`config.mk`:
```
export PLATFORM = sky130hd
export DESIGN_NAME = mem_bus_initiator
export DESIGN_NICKNAME = d
export VERILOG_FILES = /design/src/rtl/mem_bus_pkg.sv /design/src/rtl/mem_bus_timer.sv /design/src/rtl/mem_bus_initiator.sv
export SDC_FILE = /design/constraint.sdc
export NUM_CORES = 1
export LEC_CHECK = 0
export ABC_AREA = 1
export BUFFER_PORTS_ARGS = -buffer_cell sky130_fd_sc_hd__buf_2
export CORE_ASPECT_RATIO = 0.8
export CORE_MARGIN = 4
export CORE_UTILIZATION = 30
export CTS_CLUSTER_SIZE = 12
export DETAILED_ROUTE_END_ITERATION = 8
export HOLD_SLACK_MARGIN = 0.12
export PLACE_DENSITY = 0.61
export SYNTH_ARGS = -nofsm -noshare
export SYNTH_HDL_FRONTEND = slang
export SYNTH_SLANG_ARGS = --single-unit
```
`constraint.sdc`:
```
create_clock -name clk -period 1.25 [get_ports clk]
set_input_delay 0.1875 -clock clk [delete_from_list [all_inputs] [get_ports clk]]
set_output_delay 0.1875 -clock clk [all_outputs]
set_load 0.02 [all_outputs]
```
`src/rtl/mem_bus_pkg.sv`:
```
`default_nettype none
// ============================================================================
// mem_bus_pkg : shared types and constants for the cs/rw single-word memory bus
// Revision    : 1.0
// ============================================================================
package mem_bus_pkg;

  typedef enum logic [2:0] {
    ST_IDLE   = 3'd0,
    ST_WDATA  = 3'd1,
    ST_ACCESS = 3'd2,
    ST_GAP    = 3'd3,
    ST_DONE   = 3'd4
  } bus_state_t;

  localparam logic RW_READ  = 1'b1;
  localparam logic RW_WRITE = 1'b0;

  localparam int ADDR_W_DEFAULT = 16;

  // Bus addresses are byte addresses to 32-bit words; the low two bits are dropped.
  function automatic int word_addr_w(input int addr_w);
    return addr_w - 2;
  endfunction

endpackage
`default_nettype wire

```
`src/rtl/mem_bus_timer.sv`:
```
`default_nettype none
// ============================================================================
// mem_bus_timer : loadable down-counter with clear; o_expired while count is 0
// Revision      : 1.0
// ============================================================================
module mem_bus_timer #(
  parameter int CNT_W = 4
) (
  input  logic             clk,
  input  logic             reset,
  input  logic             i_clear,
  input  logic             i_load,
  input  logic [CNT_W-1:0] i_load_val,
  input  logic             i_en,
  output logic             o_expired
);

  logic [CNT_W-1:0] r_cnt;

  always_ff @(posedge clk) begin
    if (reset || i_clear) begin
      r_cnt <= '0;
    end else if (i_load) begin
      r_cnt <= i_load_val;
    end else if (i_en && (r_cnt != '0)) begin
      r_cnt <= r_cnt - 1'b1;
    end
  end

  assign o_expired = (r_cnt == '0);

endmodule
`default_nettype wire

```
`src/rtl/mem_bus_initiator.sv`:
```
`default_nettype none
// ============================================================================
// mem_bus_initiator : burst command initiator for the cs/rw single-word bus
// Revision          : 1.0
// ============================================================================
module mem_bus_initiator
  import mem_bus_pkg::*;
#(
  parameter int ADDR_W  = 16,
  parameter int DATA_W  = 32,
  parameter int LEN_W   = 8,
  parameter int TIMEOUT = 15
) (
  input  logic              clk,
  input  logic              reset,
  input  logic              cmd_valid,
  output logic              cmd_ready,
  input  logic              cmd_rw,
  input  logic [ADDR_W-1:0] cmd_addr,
  input  logic [LEN_W-1:0]  cmd_len,
  input  logic              wd_valid,
  output logic              wd_ready,
  input  logic [DATA_W-1:0] wd_data,
  output logic              rsp_valid,
  output logic [DATA_W-1:0] rsp_data,
  output logic              done,
  output logic              err,
  output logic              cs,
  output logic              rw,
  output logic [ADDR_W-1:0] addr,
  output logic [DATA_W-1:0] bus_wdata,
  input  logic [DATA_W-1:0] bus_rdata,
  input  logic              bus_ready
);

  localparam int WA_W  = word_addr_w(ADDR_W);
  localparam int TMR_W = $clog2(TIMEOUT);

  bus_state_t r_state;
  bus_state_t w_next;

  logic              r_rw;
  logic [WA_W-1:0]   r_waddr;
  logic [LEN_W-1:0]  r_beats;
  logic              r_err_sticky;
  logic              r_cs;
  logic              r_rsp_valid;
  logic [DATA_W-1:0] r_rsp_data;
  logic              r_done;
  logic              r_err;
  logic [DATA_W-1:0] r_wdata;

  logic w_beat_ok;
  logic w_timeout;
  logic w_expired;
  logic w_tmr_load;
  logic w_unused_addr_lsb;

  assign w_unused_addr_lsb = ^cmd_addr[1:0];

  always_ff @(posedge clk) begin
    if (reset) begin
      r_state <= ST_IDLE;
    end else begin
      r_state <= w_next;
    end
  end

  always_comb begin
    w_next    = r_state;
    w_beat_ok = 1'b0;
    w_timeout = 1'b0;
    unique case (r_state)
      ST_IDLE: begin
        if (cmd_valid) begin
          w_next = (cmd_rw == RW_READ) ? ST_ACCESS : ST_WDATA;
        end
      end
      ST_WDATA: begin
        if (wd_valid) begin
          w_next = ST_ACCESS;
        end
      end
      ST_ACCESS: begin
        // A completion arriving on the last allowed cycle still counts as a good beat.
        if (bus_ready) begin
          w_beat_ok = 1'b1;
          w_next    = ST_GAP;
        end else if (w_expired) begin
          w_timeout = 1'b1;
          w_next    = ST_GAP;
        end
      end
      ST_GAP: begin
        if (r_err_sticky || (r_beats == '0)) begin
          w_next = ST_DONE;
        end else begin
          w_next = (r_rw == RW_READ) ? ST_ACCESS : ST_WDATA;
        end
      end
      ST_DONE: begin
        w_next = ST_IDLE;
      end
      default: begin
        w_next = ST_IDLE;
      end
    endcase
  end

  // Loaded with TIMEOUT-1 on entry so cs stays high for exactly TIMEOUT cycles.
  assign w_tmr_load = (w_next == ST_ACCESS) && (r_state != ST_ACCESS);

  mem_bus_timer #(
    .CNT_W (TMR_W)
  ) u_timer (
    .clk        (clk),
    .reset      (reset),
    .i_clear    (r_state == ST_DONE),
    .i_load     (w_tmr_load),
    .i_load_val (TMR_W'(TIMEOUT - 1)),
    .i_en       (r_state == ST_ACCESS),
    .o_expired  (w_expired)
  );

  always_ff @(posedge clk) begin
    if (reset) begin
      r_rw         <= RW_WRITE;
      r_waddr      <= '0;
      r_beats      <= '0;
      r_err_sticky <= 1'b0;
      r_cs         <= 1'b0;
      r_rsp_valid  <= 1'b0;
      r_rsp_data   <= '0;
      r_done       <= 1'b0;
      r_err        <= 1'b0;
      r_wdata      <= '0;
    end else begin
      r_cs        <= (w_next == ST_ACCESS);
      r_rsp_valid <= w_beat_ok && (r_rw == RW_READ);
      r_done      <= (w_next == ST_DONE);
      r_err       <= (w_next == ST_DONE) && r_err_sticky;

      if (w_beat_ok && (r_rw == RW_READ)) begin
        r_rsp_data <= bus_rdata;
      end

      if (w_timeout) begin
        r_err_sticky <= 1'b1;
      end else if (r_state == ST_DONE) begin
        r_err_sticky <= 1'b0;
      end

      if ((r_state == ST_IDLE) && cmd_valid) begin
        r_rw    <= cmd_rw;
        r_waddr <= cmd_addr[ADDR_W-1:2];
        r_beats <= cmd_len;
      end

      if ((r_state == ST_WDATA) && wd_valid) begin
        r_wdata <= wd_data;
      end

      // Word address wraps naturally at the top of the address space.
      if (r_state == ST_GAP) begin
        r_waddr <= r_waddr + 1'b1;
        if (r_beats != '0) begin
          r_beats <= r_beats - 1'b1;
        end
      end
    end
  end

  assign cmd_ready = (r_state == ST_IDLE);
  assign wd_ready  = (r_state == ST_WDATA);
  assign cs        = r_cs;
  assign rw        = r_rw;
  assign addr      = {r_waddr, 2'b00};
  assign bus_wdata = r_wdata;
  assign rsp_valid = r_rsp_valid;
  assign rsp_data  = r_rsp_data;
  assign done      = r_done;
  assign err       = r_err;

endmodule
`default_nettype wire

```
# After elaboration in Yosys (flattened, before gate mapping)
# Index checks and enable logic that the tools add are counted.
# W data, S select, Z words.
[totals]
ff_bits = 99
output_inout_bits = 87
wordCells = 62
input_bits = 94
[classes]
muxes = 22
n_reduce_logical = 17
eq_ne = 7
add_sub_neg = 3
[op_table]
columns = ["operator", "count"]
rows = [
  ["$mux W14", 2],
  ["$mux W8", 3],
  ["$mux W3", 5],
  ["$add A14 B1 Y14 const B", 1],
  ["$pmux W3 S4", 1],
  ["$eq A3 B2 Y1 const B", 3],
  ["$logic_not A8 Y1", 1],
  ["$mux W4", 2],
  ["$reduce_bool A8 Y1", 1],
  ["$sub A8 B1 Y8 const B", 1],
  ["$mux W1", 7],
  ["$eq A3 B3 Y1 const B", 2],
  ["$logic_and A1 B1 Y1", 6],
  ["$reduce_bool A2 Y1", 3],
  ["$logic_not A4 Y1", 1],
  ["$mux W2", 2],
  ["$reduce_bool A4 Y1", 1],
  ["$sub A4 B1 Y4 const B", 1],
  ["$eq A3 B1 Y1 const B", 1],
  ["$logic_not A3 Y1", 1],
  ["$ne A3 B2 Y1 const B", 1],
  ["$logic_or A1 B1 Y1", 2],
  ["$reduce_or A2 Y1", 1],
]

# Logic depth before layout (Yosys ltp)
# Gate-level depths: netlist of the first run.
[logic_depth]
depth_word = 7
depth_mapped = 10
depth_no_buf = 10

# Cells and area by module
# A second synthesis of the first run with hierarchy kept.
[hier_totals]
cells_unflattened = 614
hier_area_um2 = 4436.8
[modules_own_cells]
columns = ["module", "cells_each", "seq_area_each_um2", "n_inst", "area_each_um2"]
rows = [
  ["mem_bus_initiator", 572, 1901.8, 1, 4159.0],
  ["mem_bus_timer", 42, 80.1, 1, 277.8],
]

# Worst setup path after synthesis of the first run
# Ideal clock, no wire load.
[synth_path]
kind = "register to register"
startpoint = "reg r_waddr[0]"
endpoint = "reg r_waddr[10]"
required_time_ns = 1.118
t_arrival_ns = 1.471
path_slack_ns = -0.354
setup_ns = 0.132
n_path_buf = 0
period_less_slack_ns = 1.604
stages_incl_launch_ff = 11
path_cell_list = "dfxtp_1 -> ha_1 -> nand2_1 -> nor2_1 -> nand3_1 -> inv_1 -> nand2_1 -> nand2_1 -> nand3_1 -> nand2_1 -> a21oi_1"
[synth_via]
elab_chain_len = 2
[synth_rtl]
columns = ["element", "line", "rtl"]
rows = [
  ["from (decl)", "mem_bus_initiator.sv:43", "logic [WA_W-1:0] r_waddr;"],
  ["from (signal assigned)", "mem_bus_initiator.sv:155", "r_waddr <= cmd_addr[ADDR_W-1:2];"],
  ["from (signal assigned)", "mem_bus_initiator.sv:165", "r_waddr <= r_waddr + 1'b1;"],
  ["$add A14 B1 Y14", "mem_bus_initiator.sv:165", ""],
  ["$mux W14", "mem_bus_initiator.sv:164", "if (r_state == ST_GAP) begin"],
]
# Every way passes these cells.
# A chain may end at the register's enable or synchronous reset.

# Final worst setup path of the first run
[layout_path]
startpoint = "reg r_state[0]"
endpoint = "out cmd_ready"
[layout_via]
elab_chain_len = 1
[layout_rtl]
columns = ["element", "line", "rtl"]
rows = [
  ["from (decl)", "mem_bus_initiator.sv:39", "bus_state_t r_state;"],
  ["from (signal assigned)", "mem_bus_initiator.sv:65", "r_state <= w_next;"],
  ["$logic_not A3 Y1", "mem_bus_initiator.sv:173", "assign cmd_ready = (r_state == ST_IDLE);"],
  ["to (decl)", "mem_bus_initiator.sv:17", "output logic cmd_ready,"],
]
# Every way passes these cells.

==> results of run 1 <==
==> logic make-up after synthesis <==
logic type	Yosys count	synth area share
flip-flops	99	0.457
AND/OR/NAND/NOR	277	0.288
buffers and inverters	73	0.0836
XOR/XNOR	8	0.0161
adder cells (fa/ha/maj)	4	0.0115
other	1	0.000864
AO/OA/AOI/OAI	120	0.143
==> metrics by stage <==
step	setup slack (ps)	util	TNS (ps)	hold slack (ps)	power, mW
after floorplan	-84.4	-	-2480	316	5.06
after global placement	-160	0.413	-6950	413	6.00
after detailed placement	-199	0.413	-7760	422	6.01
after CTS	-220	0.549	-12630	123	9.57
after global routing	-307	0.577	-19490	158	10.5
final	-228	0.577	-12990	144	9.92
==> tightest hold or removal path: cells and delay by family <==
family | cells | cell delay (ps)
simple gates | 1 | 90
buf+inv | 1 | 80
compound gates | 1 | 100
==> worst paths after layout <==
path                                    start          endpoint  slack (ps)  cells past startpoint
worst min register to register  bus_wdata[24]     bus_wdata[24]         460                      2
worst max register to register     r_state[0]  u_timer.r_cnt[0]        -210                      9
worst min-delay path              cmd_addr[3]        r_waddr[1]         140                      3
worst max-delay path               r_state[0]         cmd_ready        -230                      6
==> metal layers <==
| layer | track usage | part of all wire | vias up |
|---|---|---|---|
| li1 | - | - | 2534 |
| met3 | 0.0660 | 0.075 | 32 |
| met5 | 0 | 0 | - |
| met2 | 0.334 | 0.48 | 192 |
| met4 | 0.0728 | 0.023 | 0 |
| met1 | 0.232 | 0.42 | 2319 |
==> synth_stat cells (4+ instances only) <==
cell type  number  share of area
nor2_1        138           0.12
dfxtp_1        99           0.46
o21ai_0        80          0.092
nand2_1        62          0.054
inv_1          35          0.030
nor2_2         31          0.045
a21oi_1        25          0.029
nand3_1        22          0.025
clkbuf_1       11         0.0095
buf_2           9          0.010
buf_6           9          0.023
o21ai_1         8         0.0092
nor3_1          7         0.0081
inv_2           6         0.0052
nand4_1         6         0.0086
xnor2_1         5          0.010
ha_1            4          0.012
==> registers in the layout, indices dropped and copies added (netlist names) <==
signal	flops
bus_wdata	32
rsp_data	32
r_waddr	14
r_beats	8
u_timer.r_cnt	4
r_state	3
cs	1
done	1
err	1
r_err_sticky	1
rsp_valid	1
rw	1
==> repair_timing <==
action	4_1_cts	5_1_grt
endpoints found under the hold margin	66	0
hold buffers	66	0
endpoints found under the setup margin	96	99
resized for setup	179	107
pin swaps	42	32
buffers inserted	17	12
cloned	12	1
==> power groups by stage <==
stage                     Combinational (mW)  Sequential, mW  Clock [mW]
final                                   3.30            3.69        2.92
after global routing                    3.60            3.73        3.15
after CTS                               2.90            3.67        3.01
after detailed placement                2.30            3.71           0
after global placement                  2.29            3.71           0
after floorplan                         1.11            3.95           0
==> cell type report <==
| class | count | area [sq um] |
|---|---|---|
| clock buffers | 11 | 253 |
| clock inverters | 5 | 56.3 |
| fillers | 1218 | 6030 |
| inverters | 42 | 209 |
| multi-input cells | 411 | 2670 |
| flip-flops and latches | 99 | 2010 |
| well taps | 184 | 230 |
| repair buffers | 339 | 2720 |
| repair inverters | 4 | 76.3 |
==> metrics.yaml, run 1 <==
outcome:
  outcome: "complete, but fails checks"
  violations: "negative setup slack"
power:
  power_frac_comb: 0.333
  p_leak_nw: 3.73
  pwr-share-seq: 0.372
  ir_drop_mv: 0.833
  p_sw_mw: 3.20
  swShare: 0.322
  clockPowerShare: 0.295
  p_int_mw: 6.72
  pwr_density_cell_nw_per_um2: 1210
cells_and_area:
  insertedDiodeCount: 0
  nets: 1004
  drive_gt1_frac: 0.513
  design_area_sq_um: 8220
  final_cell_mix: "buf_2, nor2_1, dfxtp_1"
  final_common_cell: "buf_2"
  syn2layout_area_growth_pct: 89.4
  stdcell_count: 1095
route:
  wl_mm: 16.6
  drc: 0
  num_vias: 5077
  ant_nets: 0
  wl_per_cell_um: 15.2
  viasPerCell: 4.64
  firstDrtPassIters: 5
  drt_iter0_drc: 201
cts:
  numCtsBuffers: 9
  htreeDepth: 3
  clock_sinks: 99
  clk_pin_slew_ps: 70
  cts_buffer_depth: 2
  clock-root-buffer: "clkbuf_16"
  insertion_delay_ps: 350
  cts_tree: "done"
worst_setup_path:
  endpoint_kind: "primary output"
  crit_chain: "buf_4 -> nor2_4 -> buf_6 -> nand2_2 -> inv_2 -> buf_6"
  max_stage_delay_ps: 360
  cp.required_ps: 1060
  crit_arrival_ps: 1290
  path_class: "reg -> out"
  cpMostUsedCell: "buf_6"
  crit_path_top_delay_cell: "dfxtp_4"
  crit_path_start_kind: "flop"
  crit_buf_inv: 4
  critPathTopFamily: "buffers and inverters"
  crit_fanout: 3
synth:
  ys_ff_latch: 99
  synth_ff_type: "dfxtp_1"
  ys_types: 32
  async_reset_ff_frac: 0
  yosysWarnings: 0
  avgSynthCellArea_sq_um: 7.46
  syn-instance-count: 582
  synth_edf_count: 0
  ys_seq_area_frac: 0.457
  syn-cell-area_sq_um: 4340
grt:
  grt-ovfl-total: 0
  grt_use_total: 0.197
  grt_pass1_vias: 5116
  grt_pass1_wl_mm: 25.5
  antenna_found_initial: 0
  grt_max_degree: 41
sta:
  hold_viol: 0
  setup_viol: 96
  final.period_utilization: 1.18
  drv_slew: 0
  grt_setup_unrepaired: "true"
  fin_skew_ps: 5.85
  fmax_ghz: 0.677
  period_needed_ps: 1480
  postLayoutSetupSlackWorst_ps: -228
placement:
  place_area_sq_um: 5880
  dp_hpwl_mm: 9.30
  dp.cells: 974
  numPortBuffers: 176
  gp_congestion: 0.841
floorplanning:
  rows: 39
  io_pins: 181
  core_sq_um: 14200
  die-area_sq_um: 16500
  start_util: 0.305
  die_w_um: 142
  dieHeight_um: 116
worst_hold_path:
  min-delay-path-class: "in -> reg"
flow_run:
  maxCapViolations: 0
No activity file was read; power rests on OpenSTA's default activity.
==> run 2: changes to the inputs <==
--- a/config.mk
+++ b/config.mk
@@ -9,11 +9,12 @@
 export BUFFER_PORTS_ARGS = -buffer_cell sky130_fd_sc_hd__buf_2
 export CORE_ASPECT_RATIO = 0.8
 export CORE_MARGIN = 4
-export CORE_UTILIZATION = 30
+export CORE_UTILIZATION = 43
 export CTS_CLUSTER_SIZE = 12
 export DETAILED_ROUTE_END_ITERATION = 8
+export GPL_TIMING_DRIVEN = 0
 export HOLD_SLACK_MARGIN = 0.12
-export PLACE_DENSITY = 0.61
+export PLACE_DENSITY = 0.81
 export SYNTH_ARGS = -nofsm -noshare
 export SYNTH_HDL_FRONTEND = slang
 export SYNTH_SLANG_ARGS = --single-unit
==> run 2 against run 1 <==
Effect of this change:
- the run still ends with negative setup slack left
- sequential share of layout area increased by 1.3 points
- critical path type is now reg -> reg
- combinational power decreased by 2%
- via count increased by 7.4%
- clock skew increased by 2.3 ps
- sequential power increased by 1%
- critical endpoint is now rsp_data[7]
- non-clock buffer count decreased by 15
- die area decreased by 29%
- global-route usage increased by 6.3 points
==> metrics.yaml, run 2 (synthesis gave the netlist of run 1 again) <==
grt:
  grt_pass1_vias: 5152
  grt_pass1_wl_mm: 24.7
  grt_use_total: 0.259
  grt_max_degree: 18
  antenna_found_initial: 1
  grt-ovfl-total: 0
outcome:
  outcome: "complete, but fails checks"
  violations: "negative setup slack"
cts:
  htreeDepth: 3
  cts_tree: "done"
  clock-root-buffer: "clkbuf_16"
  numCtsBuffers: 9
  clock_sinks: 99
  clk_pin_slew_ps: 70
  insertion_delay_ps: 350
  cts_buffer_depth: 2
cells_and_area:
  final_cell_mix: "buf_2, nor2_1, dfxtp_1"
  final_common_cell: "buf_2"
  multi_input_area_sq_um: 2670
  stdcell_count: 1030
  fillers: 552
  nets: 985
  syn2layout_area_growth_pct: 80.5
  drive_gt1_frac: 0.506
  register_area_sq_um: 2020
sta:
  period_needed_ps: 1450
  hold_viol: 0
  slew_headroom: 0.515
  drv_slew: 0
  max_slew.worst_pin.slew_ps: 728
  postLayoutSetupSlackWorst_ps: -203
  fin_skew_ps: 8.16
  fin_tns_setup_ps: -8460
  fmax_ghz: 0.688
  setup_viol: 70
  grt_setup_unrepaired: "true"
  final.period_utilization: 1.16
worst_setup_path:
  crit_arrival_ps: 1730
  path_class: "reg -> reg"
  cp.required_ps: 1530
  crit_fanout: 8
  r2r-start: "r_state[0]"
  crit_path_start_kind: "flop"
  endpoint_kind: "flop"
  rrSetupSlack_ps: -200
  rr_endpoint: "rsp_data[7]"
  r2r_cells: 8
worst_hold_path:
  holdPathEnd: "bus_wdata[3]"
  min_from: "wd_data[3]"
  hold_depth: 3
  min-delay-path-class: "in -> reg"
route:
  firstDrtPassIters: 5
  drt_iter0_drc: 417
  drc: 0
  ant_nets: 0
  num_vias: 5452
  wl_mm: 18.5
  viasPerCell: 5.29
  wl_per_cell_um: 17.9
power:
  p_int_mw: 6.75
  clockPowerShare: 0.311
  swShare: 0.334
  ir_drop_mv: 0.834
  p_sw_mw: 3.39
  pwr-share-seq: 0.368
  pwr_density_cell_nw_per_um2: 1290
  p_leak_nw: 3.54
  power_frac_comb: 0.321
floorplanning:
  io_pins: 181
  dieHeight_um: 97.9
  rows: 32
  die_w_um: 120
  core_sq_um: 9730
  die-area_sq_um: 11800
  start_util: 0.446
placement:
  dp.cells: 894
  dp_hpwl_mm: 9.13
  gp_congestion: 0.897
  numPortBuffers: 175
flow_run:
  maxCapViolations: 0
run 2: stage by stage:
stage	area (sq um)	power, mW	hold slack, ps	worst slack (ps)	utilization
6_report	7830	10.1	127	-203	0.805
5_1_grt	7830	10.5	130	-263	0.805
4_1_cts	7040	9.42	123	-109	0.723
3_5_place_dp	5490	5.69	422	-283	0.565
3_3_place_gp	5490	5.65	415	-284	0.565
2_1_floorplan	4450	5.06	316	-84.4	-
run 2: power groups by stage:
stage	combinational (mW)	sequential [mW]	clock [mW]
final	3.25	3.73	3.15
after global routing	3.46	3.76	3.29
after CTS	2.58	3.69	3.16
after detailed placement	1.95	3.74	0
after global placement	1.93	3.73	0
after floorplan	1.11	3.95	0
run 2: final cells by class:
type | count | area share
repair buffers | 293 | 0.272
plain buffers | 31 | 0.0396
inverters | 42 | 0.0249
clock buffers | 10 | 0.0305
clock inverters | 6 | 0.0121
multi-input cells | 411 | 0.341
well taps | 136 | 0.0217
diodes | 2 | 0.000639
flip-flops and latches | 99 | 0.258
run 2: how the worst max path moves through the flow:
| stage | cells after the start | end | startpoint |
|---|---|---|---|
| CTS | 9 | r_waddr[9] | r_state[2] |
| global placement | 6 | bus_wdata[2] | reset |
| detailed placement | 6 | bus_wdata[3] | reset |
| global route | 10 | u_timer.r_cnt[0] | r_beats[1] |
| finish | 8 | rsp_data[7] | r_state[0] |
| floorplan | 7 | rsp_data[10] | r_state[2] |
run 2: timing repair:
item,in CTS,in global routing
pin swaps,38,27
hold buffers,63,1
setup endpoints to repair,95,94
gates cloned,6,5
setup buffers,27,16
hold endpoints to repair,63,1
resized for setup,129,184
run 2: worst max-delay path, cell delays in order, from the launching register on:
cell     delay (ps)
dfxtp_4         380
inv_4            80
nand3_4         100
nor3_4          170
buf_12          140
buf_12          130
buf_8           130
o21ai_2          60
nor2_1          180
run 2: metal layers:
| layer | global-route usage | up-vias | wire [um] |
|---|---|---|---|
| li1 | - | 2503 | - |
| met1 | 0.297 | 2515 | 6740 |
| met2 | 0.448 | 353 | 9150 |
| met3 | 0.0730 | 81 | 1780 |
| met4 | 0.120 | 0 | 796 |
| met5 | 0 | - | 0 |
